### src/rtl/reg_dump_loader_pkg.sv
// Shared widths and FSM encoding for the register dump/load engine.
package reg_dump_loader_pkg;

  localparam int unsigned REG_ADDR_W = 5;
  localparam int unsigned DATA_W     = 32;
  localparam int unsigned NUM_REGS   = 32;

  typedef enum logic [2:0] {
    StIdle,
    StDumpRead,
    StDumpOut0,
    StDumpOut1,
    StLoad,
    StDone
  } state_e;

endpackage

### src/rtl/reg_dump_loader_if.sv
// Control, register-file and stream signals between the loader and its surroundings.
interface reg_dump_loader_if;
  import reg_dump_loader_pkg::*;

  logic                  start_dump;
  logic                  start_load;
  logic                  busy;
  logic                  done;
  logic [REG_ADDR_W-1:0] RA1;
  logic [REG_ADDR_W-1:0] RA2;
  logic [DATA_W-1:0]     RD1;
  logic [DATA_W-1:0]     RD2;
  logic                  WE3;
  logic [REG_ADDR_W-1:0] WA3;
  logic [DATA_W-1:0]     WD3;
  logic                  dout_valid;
  logic                  dout_ready;
  logic [DATA_W-1:0]     dout_data;
  logic [REG_ADDR_W-1:0] dout_idx;
  logic                  din_valid;
  logic                  din_ready;
  logic [DATA_W-1:0]     din_data;

  modport master (
    input  start_dump, start_load, RD1, RD2, dout_ready, din_valid, din_data,
    output busy, done, RA1, RA2, WE3, WA3, WD3, dout_valid, dout_data, dout_idx, din_ready
  );

  modport slave (
    output start_dump, start_load, RD1, RD2, dout_ready, din_valid, din_data,
    input  busy, done, RA1, RA2, WE3, WA3, WD3, dout_valid, dout_data, dout_idx, din_ready
  );

endinterface

### src/rtl/reg_dump_loader.sv
// Streams registers FIRST_REG..LAST_REG out of an external register file (two per read)
// or writes them in from a load stream.
module reg_dump_loader
  import reg_dump_loader_pkg::*;
#(
  parameter int unsigned FIRST_REG = 1,
  parameter int unsigned LAST_REG  = 31
) (
  input logic              clk,
  input logic              reset,
  reg_dump_loader_if.master bus
);

  localparam logic [REG_ADDR_W-1:0] First = REG_ADDR_W'(FIRST_REG);
  localparam logic [REG_ADDR_W-1:0] Last  = REG_ADDR_W'(LAST_REG);

  state_e                state_q;
  logic [REG_ADDR_W-1:0] idx_q;
  logic [DATA_W-1:0]     buf0_q;
  logic [DATA_W-1:0]     buf1_q;

  logic [REG_ADDR_W:0]   idx_p1_wide;
  logic [REG_ADDR_W-1:0] idx_p1;
  logic                  dout_hs;
  logic                  din_hs;

  assign idx_p1_wide = {1'b0, idx_q} + 6'd1;
  assign idx_p1      = idx_q + 5'd1;
  assign dout_hs     = ((state_q == StDumpOut0) || (state_q == StDumpOut1)) && bus.dout_ready;
  assign din_hs      = (state_q == StLoad) && bus.din_valid;

  always_ff @(posedge clk or posedge reset) begin
    if (reset) begin
      state_q <= StIdle;
      idx_q   <= '0;
      buf0_q  <= '0;
      buf1_q  <= '0;
    end else begin
      case (state_q)
        StIdle: begin
          if (bus.start_dump) begin
            idx_q   <= First;
            state_q <= StDumpRead;
          end else if (bus.start_load) begin
            idx_q   <= First;
            state_q <= StLoad;
          end
        end
        StDumpRead: begin
          buf0_q  <= bus.RD1;
          buf1_q  <= bus.RD2;
          state_q <= StDumpOut0;
        end
        StDumpOut0: begin
          if (dout_hs) state_q <= (idx_q == Last) ? StDone : StDumpOut1;
        end
        StDumpOut1: begin
          if (dout_hs) begin
            if (idx_p1 == Last) begin
              state_q <= StDone;
            end else begin
              idx_q   <= idx_q + 5'd2;
              state_q <= StDumpRead;
            end
          end
        end
        StLoad: begin
          if (din_hs) begin
            if (idx_q == Last) state_q <= StDone;
            else               idx_q   <= idx_p1;
          end
        end
        StDone:  state_q <= StIdle;
        default: state_q <= StIdle;
      endcase
    end
  end

  always_comb begin
    bus.busy       = (state_q != StIdle) && (state_q != StDone);
    bus.done       = (state_q == StDone);
    bus.RA1        = '0;
    bus.RA2        = '0;
    bus.WE3        = 1'b0;
    bus.WA3        = '0;
    bus.WD3        = '0;
    bus.dout_valid = 1'b0;
    bus.dout_data  = '0;
    bus.dout_idx   = '0;
    bus.din_ready  = 1'b0;
    case (state_q)
      StDumpRead: begin
        bus.RA1 = idx_q;
        // Second port clamps at the last register so an odd count never reads past it.
        bus.RA2 = (idx_p1_wide > 6'(LAST_REG)) ? Last : idx_p1_wide[REG_ADDR_W-1:0];
      end
      StDumpOut0: begin
        bus.dout_valid = 1'b1;
        bus.dout_data  = buf0_q;
        bus.dout_idx   = idx_q;
      end
      StDumpOut1: begin
        bus.dout_valid = 1'b1;
        bus.dout_data  = buf1_q;
        bus.dout_idx   = idx_p1;
      end
      StLoad: begin
        bus.din_ready = 1'b1;
        // x0 is hardwired in the register file, so never address it for writes.
        bus.WE3       = bus.din_valid && (idx_q != '0);
        bus.WA3       = idx_q;
        bus.WD3       = bus.din_data;
      end
      default: ;
    endcase
  end

endmodule

### src/flat_wrapper.sv
// flat-port wrapper written by rule: the top's interface ports become plain ports
module reg_dump_loader_flat import reg_dump_loader_pkg::*;
#(
  parameter int unsigned FIRST_REG = 1,
  parameter int unsigned LAST_REG  = 31
)
  (clk, reset, bus_start_dump, bus_start_load, bus_RD1, bus_RD2, bus_dout_ready, bus_din_valid, bus_din_data, bus_busy, bus_done, bus_RA1, bus_RA2, bus_WE3, bus_WA3, bus_WD3, bus_dout_valid, bus_dout_data, bus_dout_idx, bus_din_ready);
  reg_dump_loader_if bus_i ();
  input logic clk;
  input logic reset;
  input wire logic [$bits(bus_i.start_dump)-1:0] bus_start_dump;
  input wire logic [$bits(bus_i.start_load)-1:0] bus_start_load;
  input wire logic [$bits(bus_i.RD1)-1:0] bus_RD1;
  input wire logic [$bits(bus_i.RD2)-1:0] bus_RD2;
  input wire logic [$bits(bus_i.dout_ready)-1:0] bus_dout_ready;
  input wire logic [$bits(bus_i.din_valid)-1:0] bus_din_valid;
  input wire logic [$bits(bus_i.din_data)-1:0] bus_din_data;
  output wire logic [$bits(bus_i.busy)-1:0] bus_busy;
  output wire logic [$bits(bus_i.done)-1:0] bus_done;
  output wire logic [$bits(bus_i.RA1)-1:0] bus_RA1;
  output wire logic [$bits(bus_i.RA2)-1:0] bus_RA2;
  output wire logic [$bits(bus_i.WE3)-1:0] bus_WE3;
  output wire logic [$bits(bus_i.WA3)-1:0] bus_WA3;
  output wire logic [$bits(bus_i.WD3)-1:0] bus_WD3;
  output wire logic [$bits(bus_i.dout_valid)-1:0] bus_dout_valid;
  output wire logic [$bits(bus_i.dout_data)-1:0] bus_dout_data;
  output wire logic [$bits(bus_i.dout_idx)-1:0] bus_dout_idx;
  output wire logic [$bits(bus_i.din_ready)-1:0] bus_din_ready;
  assign bus_i.start_dump = bus_start_dump;
  assign bus_i.start_load = bus_start_load;
  assign bus_i.RD1 = bus_RD1;
  assign bus_i.RD2 = bus_RD2;
  assign bus_i.dout_ready = bus_dout_ready;
  assign bus_i.din_valid = bus_din_valid;
  assign bus_i.din_data = bus_din_data;
  assign bus_busy = bus_i.busy;
  assign bus_done = bus_i.done;
  assign bus_RA1 = bus_i.RA1;
  assign bus_RA2 = bus_i.RA2;
  assign bus_WE3 = bus_i.WE3;
  assign bus_WA3 = bus_i.WA3;
  assign bus_WD3 = bus_i.WD3;
  assign bus_dout_valid = bus_i.dout_valid;
  assign bus_dout_data = bus_i.dout_data;
  assign bus_dout_idx = bus_i.dout_idx;
  assign bus_din_ready = bus_i.din_ready;
  reg_dump_loader #(.FIRST_REG(FIRST_REG), .LAST_REG(LAST_REG)) u_core (.clk(clk), .reset(reset), .bus(bus_i));
endmodule
### config.mk
export PLATFORM = sky130hd
export DESIGN_NAME = reg_dump_loader_flat
export DESIGN_NICKNAME = d
export VERILOG_FILES = /design/src/rtl/reg_dump_loader_pkg.sv /design/src/rtl/reg_dump_loader_if.sv /design/src/rtl/reg_dump_loader.sv /design/src/flat_wrapper.sv
export SDC_FILE = /design/constraint.sdc
export NUM_CORES = 1
export LEC_CHECK = 0
export ABC_AREA = 1
export CAP_MARGIN = 20
export CORE_MARGIN = 3
export CORE_UTILIZATION = 42
export DETAILED_ROUTE_END_ITERATION = 10
export PLACE_DENSITY = 0.89
export SYNTH_ARGS = -nofsm -noshare
export SYNTH_HDL_FRONTEND = slang
export SYNTH_SLANG_ARGS = --single-unit
### constraint.sdc
create_clock -name clk -period 2.28 [get_ports clk]
set_input_delay 0.228 -clock clk [delete_from_list [all_inputs] [get_ports clk]]
set_output_delay 0.228 -clock clk [all_outputs]
set_load 0.01 [all_outputs]
* After elaboration in Yosys (flattened, before gate mapping)
Index checks and enable logic that the tools add are counted.
W data, S select, Z words.
** Cells by class
- Add/sub/neg operators :: 3
- Multipliers :: 0
- Divide/modulo/power cells :: 0
- Magnitude comparators :: 1
- Equality and inequality tests :: 15
- Shift operators :: 0
- Multiplexer cells :: 26
- Bitwise gates (word level) :: 0
- Reduce and logical (&&, ||, !) cells :: 12
** Operator list (number)
- $pmux W32 S2 :: 1
- $mux W5 :: 10
- $mux W32 :: 1
- $mux W3 :: 8
- $pmux W3 S5 :: 1
- $pmux W5 S3 :: 1
- $eq A5 B5 Y1 const B :: 2
- $pmux W5 S2 :: 1
- $add A5 B1 Y6 const B :: 1
- $eq A3 B2 Y1 const B :: 2
- $eq A3 B3 Y1 const B :: 2
- $gt A6 B5 Y1 const B :: 1
- $ne A2 B1 Y1 const B :: 3
- $ne A2 B2 Y1 const B :: 3
- $ne A3 B3 Y1 const B :: 2
- $reduce_and A6 Y1 :: 1
- $reduce_bool A3 Y1 :: 2
- $add A5 B1 Y5 const B :: 1
- $add A5 B2 Y5 const B :: 1
- $reduce_and A5 Y1 :: 1
- $reduce_bool A5 Y1 :: 1
- $logic_and A1 B1 Y1 :: 4
- $eq A3 B1 Y1 const B :: 1
- $logic_not A3 Y1 :: 1
- other kinds (3) :: 5
** Word-level totals
- Flip-flop bits (word level) :: 72
- Bits in latches :: 0
- RAM bits :: 0
- Bits in read-only memories :: 0
- Input bits :: 102
- Output and inout bits :: 89
- Word-level logic and storage cells :: 61
- Memories kept :: 0

* Logic depth before layout (Yosys ltp)
- Depth after elaboration :: 5
- Depth in mapped cells :: 12
- Mapped depth without buffers :: 12

* Worst setup path after synthesis
OpenSTA, ideal clock, no wires.
- Path kind :: flip-flop to flip-flop
- From :: reg u_core.idx_q[1]
- To :: reg u_core.idx_q[3]
- Setup time :: 118 ps
- Arrival time :: 1591 ps
- Data required time :: 2162 ps
- Path slack :: 571 ps
- Cell stages (with the launch flop) :: 11
- Path buffers :: 0
- Clock period less this slack :: 1709 ps
- Cells stage by stage :: dfrtp_1 ha_1 nand2_1 nor2_1 ha_1 nand4_1 nor2_1 nand2_1 nand3_1 nand2_1 nand2_1
** Between the ends
- Cells in the longest elaborated chain, start to end :: 4
- Elaborated cells on any way between the ends :: 12
- Those cells by class :: add/sub: 2; eq/ne: 4; mux: 5; reduce/logical: 1
** RTL lines
- start: declaration :: line reg_dump_loader.sv:18 : logic [REG_ADDR_W-1:0] idx_q;
- start signal: assignment :: line reg_dump_loader.sv:42 : idx_q <= First;
- start signal: assignment :: line reg_dump_loader.sv:45 : idx_q <= First;
- start signal: assignment :: line reg_dump_loader.sv:62 : idx_q <= idx_q + 5'd2;
- $add A5 B1 Y5 / $add A5 B2 Y5 (equally long branches) :: line reg_dump_loader.sv:28, reg_dump_loader.sv:62
- $eq A5 B5 Y1 (tied with other cells) :: line reg_dump_loader.sv:59 : if (idx_p1 == Last) begin
- $ne A2 B2 Y1 (no line) (tied with other cells)
- $reduce_and A6 Y1 (no line) / $pmux W5 S3 (equally long branches)
Parallel ways exist; a longest one is shown, timed or not. The select of a mux whose other input is x is not followed.
A chain may end at the register's enable or synchronous reset.

* Worst setup path after layout
- From :: reg u_core.state_q[1]
- To :: out bus_WD3[2]
** Between the ends
- Cells in the longest elaborated chain, start to end :: 2
** RTL lines
- start: declaration :: line reg_dump_loader.sv:17 : state_e state_q;
- start signal: assignment :: line reg_dump_loader.sv:34 : state_q <= StIdle;
- start signal: assignment :: line reg_dump_loader.sv:43 : state_q <= StDumpRead;
- start signal: assignment :: line reg_dump_loader.sv:46 : state_q <= StLoad;
- $eq A3 B3 Y1 :: line reg_dump_loader.sv:91 : case (state_q)
- $mux W32 :: line reg_dump_loader.sv:91
- end: declaration :: line flat_wrapper.sv:24 : output wire logic [$bits(bus_i.WD3)-1:0] bus_WD3;
Every way passes these cells.

==> flow_summary.toml <==
[outcome]
status = "finished, final reports clean"

[cts]
cts.sinks = 72
htreeDepth = 3
cts_buffers = 9
postCtsHoldBufs = 0
clk_pin_slew_ps = 70
clk_latency_ps = 330
cts_max_path_buffers = 2
cts_tree = "built"
root_buffer = "clkbuf_8"

[logic_synthesis]
synth_seq_area_share_pct = 44.8
synthesis.nets = 600
synth_area_per_cell_um2 = 8.16
syn_inst = 493
synth_area_um2 = 4020
yosys-top-cells-area = "dfrtp_1, mux2_4, inv_1, nor2_1, nand2_1"
ys_warn_count = 0
synth_top_area_cell = "dfrtp_1"
synthMuxAreaShare_pct = 11.8
synth_xor_area_share_pct = 0
synthDistinctLibCells = 25
synth_compound_area_share_pct = 11.1
synth_adder_area_share_pct = 1.56
synth_top_cell_area_share_pct = 44.8
ys_ff_latch = 72
synth_top_family_by_area = "simple AND/OR/NAND/NOR gates"
synth-simple-area-share_pct = 18.8

[finish]
nNetsFinal = 795
fin_cells = 821
drive_above_1_share_pct = 13.2
n_fill_cell = 744
area_delta_synth_final_pct = 57.2
diodes = 0
multi_input_area_um2 = 1770
seqCellArea_um2 = 1800

[timing]
final_max_slew_viol_count = 0
finalHoldViolations = 0
setup_viol = 0
relSlewSlack_pct = 57.2
worst_pin_slew_ps = 642
fin_ws_ps = 92.5
tns_ps = 0
max_freq_mhz = 457
clock_skew_ps = 5.58
timing.final.crit_share_pct = 95.9
layout_min_cycle_time_ps = 2190

[setup_path]
path_max_fanout = 20
cp_slowest_stage_delay_ps = 550
r2r_cells = 10
crit_chain = "buf_4 > nor2_4 > nand2_2 > buf_4 > nor2_1 > clkdlybuf4s50_1"
cp_common_cell = "buf_4"
reg2reg_slack_ps = 290
cp.arrival_ps = 1960
slowest_stage = "clkdlybuf4s50_1"
critPathLaunchType = "flop"
worstPathRequired_ps = 2050
critPathCaptureType = "output port"
timing.rr.start = "u_core.idx_q[0]$_DFFE_PP0P_"
criticalPathCategory = "flop to output port"
r2r_end = "u_core.idx_q[3]$_DFFE_PP0P_"

[global_route]
grt_first_pass_wirelength_um = 20000
grt_pass1_vias = 4095
antenna_found_initial = 0
grt_max_degree = 73
track_usage_pct = 22.7
grt-ovfl-total = 0

[placed_design]
place_worst_setup_slack_ps = 150
port_buffers = 190
gp_congestion = 0.892
dp.cells = 799
hpwl_um = 9140

[route]
vias = 4054
route.detailed.drc = 0
drt-initial-drc-count = 191
ant_nets = 0
wirelength_um = 12300
first_pass_iters = 4
post_drt_wl_per_cell_um = 14.9
viasPerCell = 4.94

[floorplanning]
die_w_um = 104
io_pins = 191
die_h_um = 104
coreArea_um2 = 9280
die_area_um2 = 10800
rows = 35
initial_core_util_pct = 43.3

[pwr]
leakage_uw = 0.00336
p_sw_share_pct = 38.0
p_int_uw = 4170
powerDensity_nw_per_um2 = 1060
pwr-share-seq_pct = 32.8
peakVddDrop_mv = 0.511
power_frac_clock_pct = 15.1
combPwrFrac_pct = 52.1
p_switching_uw = 2550

[worst_hold_path]
worstHoldPathType = "primary input to asynchronous set/reset pin"

[job]
drv_cap = 0
[stage by stage]
stage	total power (uW)	utilization, %	hold slack [ps]	instance area, um^2
6_report	6720	68.1	266	6320
5_1_grt	7180	68.1	326	6320
4_1_cts	6740	67.5	291	6270
3_5_place_dp	5770	65.4	491	6080
3_3_place_gp	5630	65.4	477	6080
2_1_floorplan	4320	-	360	4020
[layout make-up]
type                    count  area share [%]
clock buffers              11            2.24
clock inverters             4           0.851
inverters                  90            5.44
multi-input cells         306            27.9
flip-flops and latches     72            28.5
well taps                 129            2.55
repair buffers            209            32.5
[worst max-delay path by stage]
stage | startpoint | to | cells past startpoint
floorplan | reset | u_core.buf0_q[0]$_DFFE_PP0P_ | 1
global placement | u_core.state_q[0]$_DFFE_PP0P_ | bus_dout_data[21] | 3
detailed placement | u_core.idx_q[0]$_DFFE_PP0P_ | bus_dout_idx[4] | 7
CTS | u_core.state_q[2]$_DFFE_PP0P_ | bus_dout_data[5] | 6
global route | u_core.state_q[1]$_DFFE_PP0P_ | bus_WD3[10] | 6
finish | u_core.state_q[1]$_DFFE_PP0P_ | bus_WD3[2] | 6
[power by group through the flow]
stage               combinational, uW  clock [uW]  sequential, uW
floorplan                        2200           0            2120
global placement                 3460           0            2170
detailed placement               3570           0            2200
CTS                              3500        1040            2200
global route                     3820        1100            2270
finish                           3500        1020            2200
[repair_timing]
action | CTS | global route
gates resized for setup | 43 | 46
pin swaps | 1 | 2
buffers inserted | 3 | 4
endpoints found under the setup margin | 56 | 63
[Yosys cell counts]
cell type	number
nand3_2	1
nor3_1	1
a311oi_1	1
nor2_4	3
mux2_2	1
mux2_4	30
ha_1	5
nand4_1	8
buf_6	4
inv_2	3
nor2_1	82
a22o_1	1
a21oi_1	39
buf_2	15
clkbuf_1	5
nor2_2	2
o22ai_1	4
nand3_1	11
dfrtp_1	72
nand2_2	2
inv_1	87
buf_1	1
o21ai_0	42
mux2_1	1
nand2_1	72
[registers in the layout, indices dropped and copies added (netlist names)]
| name | flops |
|---|---|
| u_core.idx_q | 5 |
| u_core.state_q | 3 |
| u_core.buf0_q | 32 |
| u_core.buf1_q | 32 |
[cells by family (layout without fill, tap and decap cells)]
logic type	after synthesis	after routing
AOI/OAI and AO/OA	87	87
adders and majority gates	5	5
buffers and inverters	115	314
DFF	72	72
muxes	32	32
and+or+nand+nor	182	182
[worst max-delay path: cells and delay by family (launching register included)]
family | cells | cell delay (ps)
AND/OR/NAND/NOR | 3 | 310
buffers and inverters | 3 | 930
flip-flops | 1 | 380
[per-layer routing]
metal / vias up / track usage [%] / routed length [um]
li1: 1921 / - / -
met1: 1927 / 25.1 / 4680
met2: 181 / 42.5 / 6480
met3: 25 / 5.77 / 844
met4: 0 / 7.03 / 261
met5: - / 0 / 0
[cell usage in the layout, fill, tap and decap left out, types with 4 or more instances in the layout]
| cell type | synthesis | layout |
|---|---|---|
| a21oi_1 | 39 | 37 |
| buf_4 | 0 | 14 |
| clkbuf_2 | 0 | 8 |
| clkbuf_8 | 0 | 10 |
| clkdlybuf4s15_1 | 0 | 6 |
| clkdlybuf4s50_1 | 0 | 140 |
| dfrtp_1 | 72 | 70 |
| dlygate4sd2_1 | 0 | 22 |
| dlymetal6s2s_1 | 0 | 13 |
| ha_1 | 5 | 4 |
| inv_1 | 87 | 85 |
| mux2_4 | 30 | 30 |
| nand2_1 | 72 | 72 |
| nand3_1 | 11 | 11 |
| nand4_1 | 8 | 8 |
| nor2_1 | 82 | 82 |
| o21ai_0 | 42 | 38 |
| o22ai_1 | 4 | 4 |
No activity file was read; power rests on OpenSTA's default activity.
